**src/rtl/parity_pkg.sv**
```systemverilog
// parity_pkg: shared FSM state type, error-counter ceiling and counter sizing helper.
package parity_pkg;
  typedef enum logic {ST_DATA, ST_CHECK} state_t;
  localparam logic [7:0] ERR_CNT_MAX = 8'd255;
  function automatic int cnt_width(input int frame_bits);
    return frame_bits > 1 ? $clog2(frame_bits) : 1;
  endfunction
endpackage

```
**src/rtl/parity_framer_if.sv**
```systemverilog
// parity_framer_if: beat input and frame status bundle between deserialiser and framer.
interface parity_framer_if #(parameter int LANES = 4);
  logic clear;
  logic in_valid;
  logic [LANES-1:0] in_bits;
  logic [LANES-1:0] parity;
  logic in_check;
  logic frame_done;
  logic [LANES-1:0] parity_err;
  logic [7:0] err_count;
  modport master(output clear, in_valid, in_bits, input parity, in_check, frame_done, parity_err, err_count);
  modport slave(input clear, in_valid, in_bits, output parity, in_check, frame_done, parity_err, err_count);
endinterface

```
**src/rtl/parity_lane.sv**
```systemverilog
// parity_lane: one lane's parity accumulator, output mux and received-parity compare.
module parity_lane
  import parity_pkg::*;
#(
  parameter bit ODD = 1'b0,
  parameter bit MEALY_OUT = 1'b0
) (
  input  logic   clk,
  input  logic   reset_n,
  input  logic   clear,
  input  state_t state,
  input  logic   in_valid,
  input  logic   in_bit,
  output logic   parity,
  output logic   mismatch
);
  logic acc;
  always_ff @(posedge clk or negedge reset_n)
    if (!reset_n) acc <= 1'b0;
    else if (clear) acc <= 1'b0;
    else if (in_valid) acc <= state == ST_DATA ? acc ^ in_bit : 1'b0;
  // The parity beat is never folded into the visible parity, even in Mealy mode.
  always_comb begin
    mismatch = (acc ^ ODD) != in_bit;
    parity = acc ^ ODD ^ (MEALY_OUT && in_valid && state == ST_DATA && in_bit);
  end
endmodule

```
**src/rtl/parity_framer.sv**
```systemverilog
// parity_framer: multi-lane serial parity generator/checker with framing FSM and
// saturating frame-error counter.
module parity_framer
  import parity_pkg::*;
#(
  parameter int LANES = 4,
  parameter int FRAME_BITS = 8,
  parameter bit ODD = 1'b0,
  parameter bit MEALY_OUT = 1'b0
) (
  input logic clk,
  input logic reset_n,
  parity_framer_if.slave bus
);
  localparam int CW = cnt_width(FRAME_BITS);
  localparam logic [CW-1:0] LAST = CW'(FRAME_BITS - 1);
  state_t state, state_nx;
  logic [CW-1:0] bit_cnt, bit_cnt_nx;
  logic [LANES-1:0] mism;
  logic last, check_beat;
  always_comb begin
    last = bit_cnt == LAST;
    check_beat = bus.in_valid && state == ST_CHECK;
    state_nx = !bus.in_valid ? state : state == ST_CHECK ? ST_DATA : last ? ST_CHECK : ST_DATA;
    bit_cnt_nx = bus.in_valid && state == ST_DATA ? (last ? '0 : bit_cnt + 1'b1) : bit_cnt;
  end
  always_ff @(posedge clk or negedge reset_n)
    if (!reset_n) begin
      state <= ST_DATA;
      bit_cnt <= '0;
      bus.frame_done <= 1'b0;
      bus.parity_err <= '0;
      bus.err_count <= '0;
    end else if (bus.clear) begin
      state <= ST_DATA;
      bit_cnt <= '0;
      bus.frame_done <= 1'b0;
      bus.parity_err <= '0;
      bus.err_count <= '0;
    end else begin
      state <= state_nx;
      bit_cnt <= bit_cnt_nx;
      bus.frame_done <= check_beat;
      if (check_beat) begin
        bus.parity_err <= mism;
        if (|mism && bus.err_count != ERR_CNT_MAX) bus.err_count <= bus.err_count + 1'b1;
      end
    end
  assign bus.in_check = state == ST_CHECK;
  for (genvar i = 0; i < LANES; i++) begin : g_lane
    parity_lane #(.ODD(ODD), .MEALY_OUT(MEALY_OUT)) u_lane (
      .clk(clk),
      .reset_n(reset_n),
      .clear(bus.clear),
      .state(state),
      .in_valid(bus.in_valid),
      .in_bit(bus.in_bits[i]),
      .parity(bus.parity[i]),
      .mismatch(mism[i])
    );
  end
endmodule
```
**src/flat_wrapper.sv**
```systemverilog
// flat-port wrapper written by rule: the top's interface ports become plain ports
module parity_framer_flat import parity_pkg::*;
#(
  parameter int LANES = 4,
  parameter int FRAME_BITS = 8,
  parameter bit ODD = 1'b0,
  parameter bit MEALY_OUT = 1'b0
)
  (clk, reset_n, bus_clear, bus_in_valid, bus_in_bits, bus_parity, bus_in_check, bus_frame_done, bus_parity_err, bus_err_count);
  parity_framer_if #(.LANES(LANES)) bus_i ();
  input logic clk;
  input logic reset_n;
  input wire logic [$bits(bus_i.clear)-1:0] bus_clear;
  input wire logic [$bits(bus_i.in_valid)-1:0] bus_in_valid;
  input wire logic [$bits(bus_i.in_bits)-1:0] bus_in_bits;
  output wire logic [$bits(bus_i.parity)-1:0] bus_parity;
  output wire logic [$bits(bus_i.in_check)-1:0] bus_in_check;
  output wire logic [$bits(bus_i.frame_done)-1:0] bus_frame_done;
  output wire logic [$bits(bus_i.parity_err)-1:0] bus_parity_err;
  output wire logic [$bits(bus_i.err_count)-1:0] bus_err_count;
  assign bus_i.clear = bus_clear;
  assign bus_i.in_valid = bus_in_valid;
  assign bus_i.in_bits = bus_in_bits;
  assign bus_parity = bus_i.parity;
  assign bus_in_check = bus_i.in_check;
  assign bus_frame_done = bus_i.frame_done;
  assign bus_parity_err = bus_i.parity_err;
  assign bus_err_count = bus_i.err_count;
  parity_framer #(.LANES(LANES), .FRAME_BITS(FRAME_BITS), .ODD(ODD), .MEALY_OUT(MEALY_OUT)) u_core (.clk(clk), .reset_n(reset_n), .bus(bus_i));
endmodule
```
**config.mk**
```make
export PLATFORM = sky130hd
export DESIGN_NAME = parity_framer_flat
export DESIGN_NICKNAME = d
export VERILOG_FILES = /design/src/rtl/parity_pkg.sv /design/src/rtl/parity_framer_if.sv /design/src/rtl/parity_lane.sv /design/src/rtl/parity_framer.sv /design/src/flat_wrapper.sv
export SDC_FILE = /design/constraint.sdc
export NUM_CORES = 1
export LEC_CHECK = 0
export ABC_AREA = 1
export CELL_PAD_IN_SITES_DETAIL_PLACEMENT = 1
export CELL_PAD_IN_SITES_GLOBAL_PLACEMENT = 1
export CORE_UTILIZATION = 39
export CTS_CLUSTER_SIZE = 28
export DETAILED_ROUTE_END_ITERATION = 16
export GPL_TIMING_DRIVEN = 0
export HOLD_SLACK_MARGIN = 0.1
export PLACE_DENSITY_LB_ADDON = 0.1
export SYNTH_ARGS = -nofsm -noshare
export SYNTH_HDL_FRONTEND = slang
export SYNTH_SLANG_ARGS = --single-unit
```
**constraint.sdc**
```tcl
create_clock -name clk -period 3.2 [get_ports clk]
set_input_delay 0.64 -clock clk [delete_from_list [all_inputs] [get_ports clk]]
set_output_delay 0.64 -clock clk [all_outputs]
set_load 0.01 [all_outputs]
```
# Word level (Yosys, flattened, before mapping)
# Index checks and enable logic that the tools add are counted.
# totals
in_bits,8
output_inout_bits,18
word_cells,56
register_bits,21
# op_classes
n_eq_ne,6
reduce_logical,9
bitwise_logic,5
add_sub_neg,2
mux,25
# op_table
operator,n
8-bit 2-to-1 mux,3
1-bit 2-to-1 mux,17
3-bit 2-to-1 mux,3
8-bit by 1-bit adder with 8-bit output (second input constant),1
4-bit 2-to-1 mux,2
8-bit != test (second input constant),1
2-bit nonzero test,4
1-bit != test,4
4-bit OR reduction,1
1-bit bitwise XOR,4
3-bit by 1-bit adder with 3-bit output (second input constant),1
3-bit equality test (second input constant),1
1-bit logical AND,3
2-bit AND reduction,1
1-bit NOT,1

# Logic depth before layout (Yosys ltp)
# logic_depth
word_depth,6
depth_mapped,9

# By module
# From an unflattened synthesis, not the netlist that was laid out.
# hier_totals
hier_cells,153
hier_area_um2,1258.7
# modules_own_cells
mod,cells_per_inst,instances,seq_area_each_um2,area_each_um2
parity_framer,113,1,425.4,938.4
parity_lane,10,4,25.0,80.1

# Worst setup path after synthesis
# No wires, ideal clock.
# synth_timing
kind,input to register
from,input port bus_clear
to,"register u_core.state, in the netlist u_core.bus.in_check"
setup_ns,0.085
cell_stages,3
required_ns,3.115
arrival_ns,1.261
slack_ns,1.854
path_cell_list,buf_4 or2_2 o22ai_1
# synth_between
elab_chain_len,1
# synth_lines
item,line,source
"start, declared",flat_wrapper.sv:13,input wire logic [$bits(bus_i.clear)-1:0] bus_clear;
1-bit 2-to-1 mux or 2-bit nonzero test (tied branches),-,
"end signal, assigned",parity_framer.sv:41,state <= state_nx;
"end, declared",parity_framer.sv:17,"state_t state, state_nx;"
# Several ways; a longest one is shown, not always the timed one.
# A chain may end at the register's enable or synchronous reset.

# Worst setup path after layout
# layout_timing
from,register u_core.bus.err_count[6]
to,output port bus_err_count[6]
# layout_rtl
item,line,source
"start, declared",parity_framer_if.sv:12,"modport slave(input clear, in_valid, in_bits, output parity, in_check, frame_done, parity_err, err_count);"
"start signal, assigned",parity_framer.sv:46,if (|mism && bus.err_count != ERR_CNT_MAX) bus.err_count <= bus.err_count + 1'b1;
"end, declared",flat_wrapper.sv:20,output wire logic [$bits(bus_i.err_count)-1:0] bus_err_count;
# No word-level cell between the ends.

==> impl_metrics.env <==
export IMPL_rows=19
export IMPL_ctsHoldBuffers=0
export IMPL_finalHoldViolCount=0
export IMPL_die_w_um=57.2
export IMPL_dpl_cell_area_um2=1470
export IMPL_dr_pass1_iters=10
export IMPL_final_nets=186
export IMPL_yosysWarnings=0
export IMPL_grt_usage_pct=19.5
export IMPL_grt_antenna_before_repair=0
export IMPL_cts_repair_resized=0
export IMPL_min_period_ps=2020
export IMPL_yosysUniqueCellTypes=26
export IMPL_io_buffer_count=24
export IMPL_grt_util_met2_pct=33.6
export IMPL_worstPathMaxFanout=5
export IMPL_arrival_ps=1380
export IMPL_antenna_cells=0
export IMPL_skew_ps=6.85
export IMPL_initial_core_util_pct=41.9
export IMPL_drt_iter0_drc=20
export IMPL_antenna_left=0
export IMPL_io_pins=26
export IMPL_p_clk_share_pct=27.9
export IMPL_clock_sinks=21
export IMPL_core_area_um2=2830
export IMPL_async_flop_share_pct=100
export IMPL_synth_area_leader_cell="dfrtp_1"
export IMPL_end_kind="primary output"
export IMPL_criticalPathCategory="flip-flop to primary output"
export IMPL_wire_per_inst_um=13.1
export IMPL_grt_pass1_vias=1071
export IMPL_ys_top_cells_by_area="dfrtp_1 (44%), nand2_1 (12%), nand3_1 (8.9%)"
export IMPL_period_share_pct=63.1
export IMPL_synth_top_area_share_pct=44.3
export IMPL_hp_class="flip-flop to flip-flop"
export IMPL_cts_path_max_buffers=2
export IMPL_switching_power_mw=0.123
export IMPL_synth_cells=146
export IMPL_pre_cts_ws_ps=1220
export IMPL_intPower_mw=0.348
export IMPL_ys_ff_latch=21
export IMPL_worst_pin_slew_ps=959
export IMPL_clk_latency_ps=300
export IMPL_crit_slowest_cell="clkdlybuf4s50_1"
export IMPL_fin_ws_ps=1180
export IMPL_synth_nets=157
export IMPL_die_area_um2=3270
export IMPL_synthTopCellsByCount="nand2_1 (38), inv_1 (23), dfrtp_1 (21), nand3_1 (21), nor2_1 (7)"
export IMPL_dp_hpwl_mm=2.07
export IMPL_seq_area_frac_synth_pct=44.3
export IMPL_status="complete, but fails checks"
export IMPL_slew_headroom_pct=35.9
export IMPL_htree_levels=1
export IMPL_slew_violations=0
export IMPL_use_met3_pct=2.27
export IMPL_synth_edf_count=0
export IMPL_cts_tree="yes"
export IMPL_finalWirelength_mm=2.69
export IMPL_area_growth_pct=25.7
export IMPL_rsz0062_at_grt="false"
export IMPL_irDropWorstVdd_mv=0.184
export IMPL_hold_ws_ps=511
export IMPL_grt_max_degree=22
export IMPL_drv_cap=0
export IMPL_numCtsBuffers=3
export IMPL_cpLargestDelayFamily="buffers and inverters"
export IMPL_grt_use_met1_pct=26.4
export IMPL_busiest_layer="met2"
export IMPL_die_y_um=57.2
export IMPL_grt_pass1_wl_mm=4.92
export IMPL_gp_congestion=0.766
export IMPL_root_buffer="clkbuf_4"
export IMPL_finalSetupTns_ps=0
export IMPL_grt_overflow_total=0
export IMPL_power_share_combinational_pct=13.7
export IMPL_vias=1021
export IMPL_path_cells="clkdlybuf4s50_1"
export IMPL_synth_ff_type="dfrtp_1"
export IMPL_drive_gt1_share_pct=10.3
export IMPL_clk_pin_slew_worst_paths_ps=130
export IMPL_fmax_ghz=0.495
export IMPL_syn_area_um2=1190
export IMPL_yosys_cell_count_top_type="nand2_1"
export IMPL_violations="design-rule violations"
export IMPL_worstSetupStartpointType="flip-flop"
export IMPL_via_per_inst=4.98
export IMPL_setup_viol_count_final=0
export IMPL_cp_num_buf_inv=1
export IMPL_p_per_area_nw_per_um2=316
export IMPL_cp_slowest_stage_delay_ps=590
export IMPL_drc=3
export IMPL_p_seq_share_pct=58.4
export IMPL_p_leak_nw=0.759
export IMPL_swShare_pct=26.0
export IMPL_finalInstanceArea_um2=1490
export IMPL_post_cts_buffers=0
export IMPL_synth_area_per_cell_um2=8.12
export IMPL_worstPathRequired_ps=2560
[worst paths after layout]
kind	startpoint	to	slack [ps]	cells past startpoint
worst min-delay path	u_core.bit_cnt[0]	u_core.bit_cnt[0]	510	1
max in group asynchronous	reset_n	u_core.bus.err_count[2]	1760	1
worst max-delay path	u_core.bus.err_count[6]	bus_err_count[6]	1180	1
min in group asynchronous	reset_n	u_core.g_lane[3].u_lane.parity	850	1
worst min register to register	u_core.bit_cnt[0]	u_core.bit_cnt[0]	510	1
worst max register to register	u_core.bus.err_count[0]	u_core.bus.err_count[2]	1740	8
[flip-flops by register name, indices dropped and copies added (netlist names)]
| signal | count |
|---|---|
| u_core.bus.err_count | 8 |
| u_core.bus.parity_err | 4 |
| u_core.g_lane.u_lane.parity | 4 |
| u_core.bit_cnt | 3 |
| u_core.bus.frame_done | 1 |
| u_core.bus.in_check | 1 |
[placed cells by master (no fill, tap or decap), drive strengths merged]
| master | n |
|---|---|
| nand2 | 40 |
| clkdlybuf4s50 | 24 |
| inv | 24 |
| nand3 | 22 |
| dfrtp | 21 |
| nor2 | 9 |
| buf | 6 |
| o21ai | 6 |
| o22ai | 5 |
| clkbuf | 4 |
| ha | 3 |
| xor2 | 2 |
| nand4 | 2 |
| nor3 | 1 |
| and2 | 1 |
| or2 | 1 |
| o21bai | 1 |
| o31ai | 1 |
| xnor2 | 1 |
[power by group through the flow]
stage               combinational [mW]  clock [mW]  sequential (mW)
detailed placement              0.0665           0            0.280
global route                    0.0739       0.152            0.276
global placement                0.0638           0            0.280
finish                          0.0643       0.132            0.275
CTS                             0.0666       0.137            0.275
floorplan                       0.0368           0            0.279
[metrics by stage]
| stage | power (mW) | instances | util (%) |
|---|---|---|---|
| final | 0.471 | 205 | 52.7 |
| after global routing | 0.502 | 205 | 52.7 |
| after CTS | 0.479 | 205 | 52.7 |
| after detailed placement | 0.347 | 201 | 51.8 |
| after global placement | 0.343 | 201 | 51.8 |
| after floorplan | 0.316 | 146 | - |
[cell type report]
cell class / count / area, um2
multi-input cells: 95 / 514
repair buffers: 24 / 240
plain buffers: 6 / 48.8
flip-flops and latches: 21 / 526
fillers: 359 / 1340
clock buffers: 4 / 26.3
inverters: 24 / 97.6
well taps: 31 / 38.8
[logic make-up (layout without fill, tap and decap cells)]
| kind of cell | after synthesis | in the layout | synth area share [%] |
|---|---|---|---|
| flip-flops | 21 | 21 | 44.3 |
| AND/OR/NAND/NOR | 76 | 76 | 31.5 |
| adder cells (fa/ha/maj) | 3 | 3 | 3.16 |
| XOR/XNOR | 3 | 3 | 2.22 |
| AO/OA/AOI/OAI | 13 | 13 | 6.44 |
| buffers and inverters | 30 | 58 | 12.3 |
[metal layers]
metal | share of wire [%] | up-vias
met5 | 0 | -
met4 | 0.37 | 0
met3 | 3.5 | 2
met2 | 48 | 21
met1 | 48 | 477
li1 | - | 521
No activity file was read; power rests on OpenSTA's default activity.
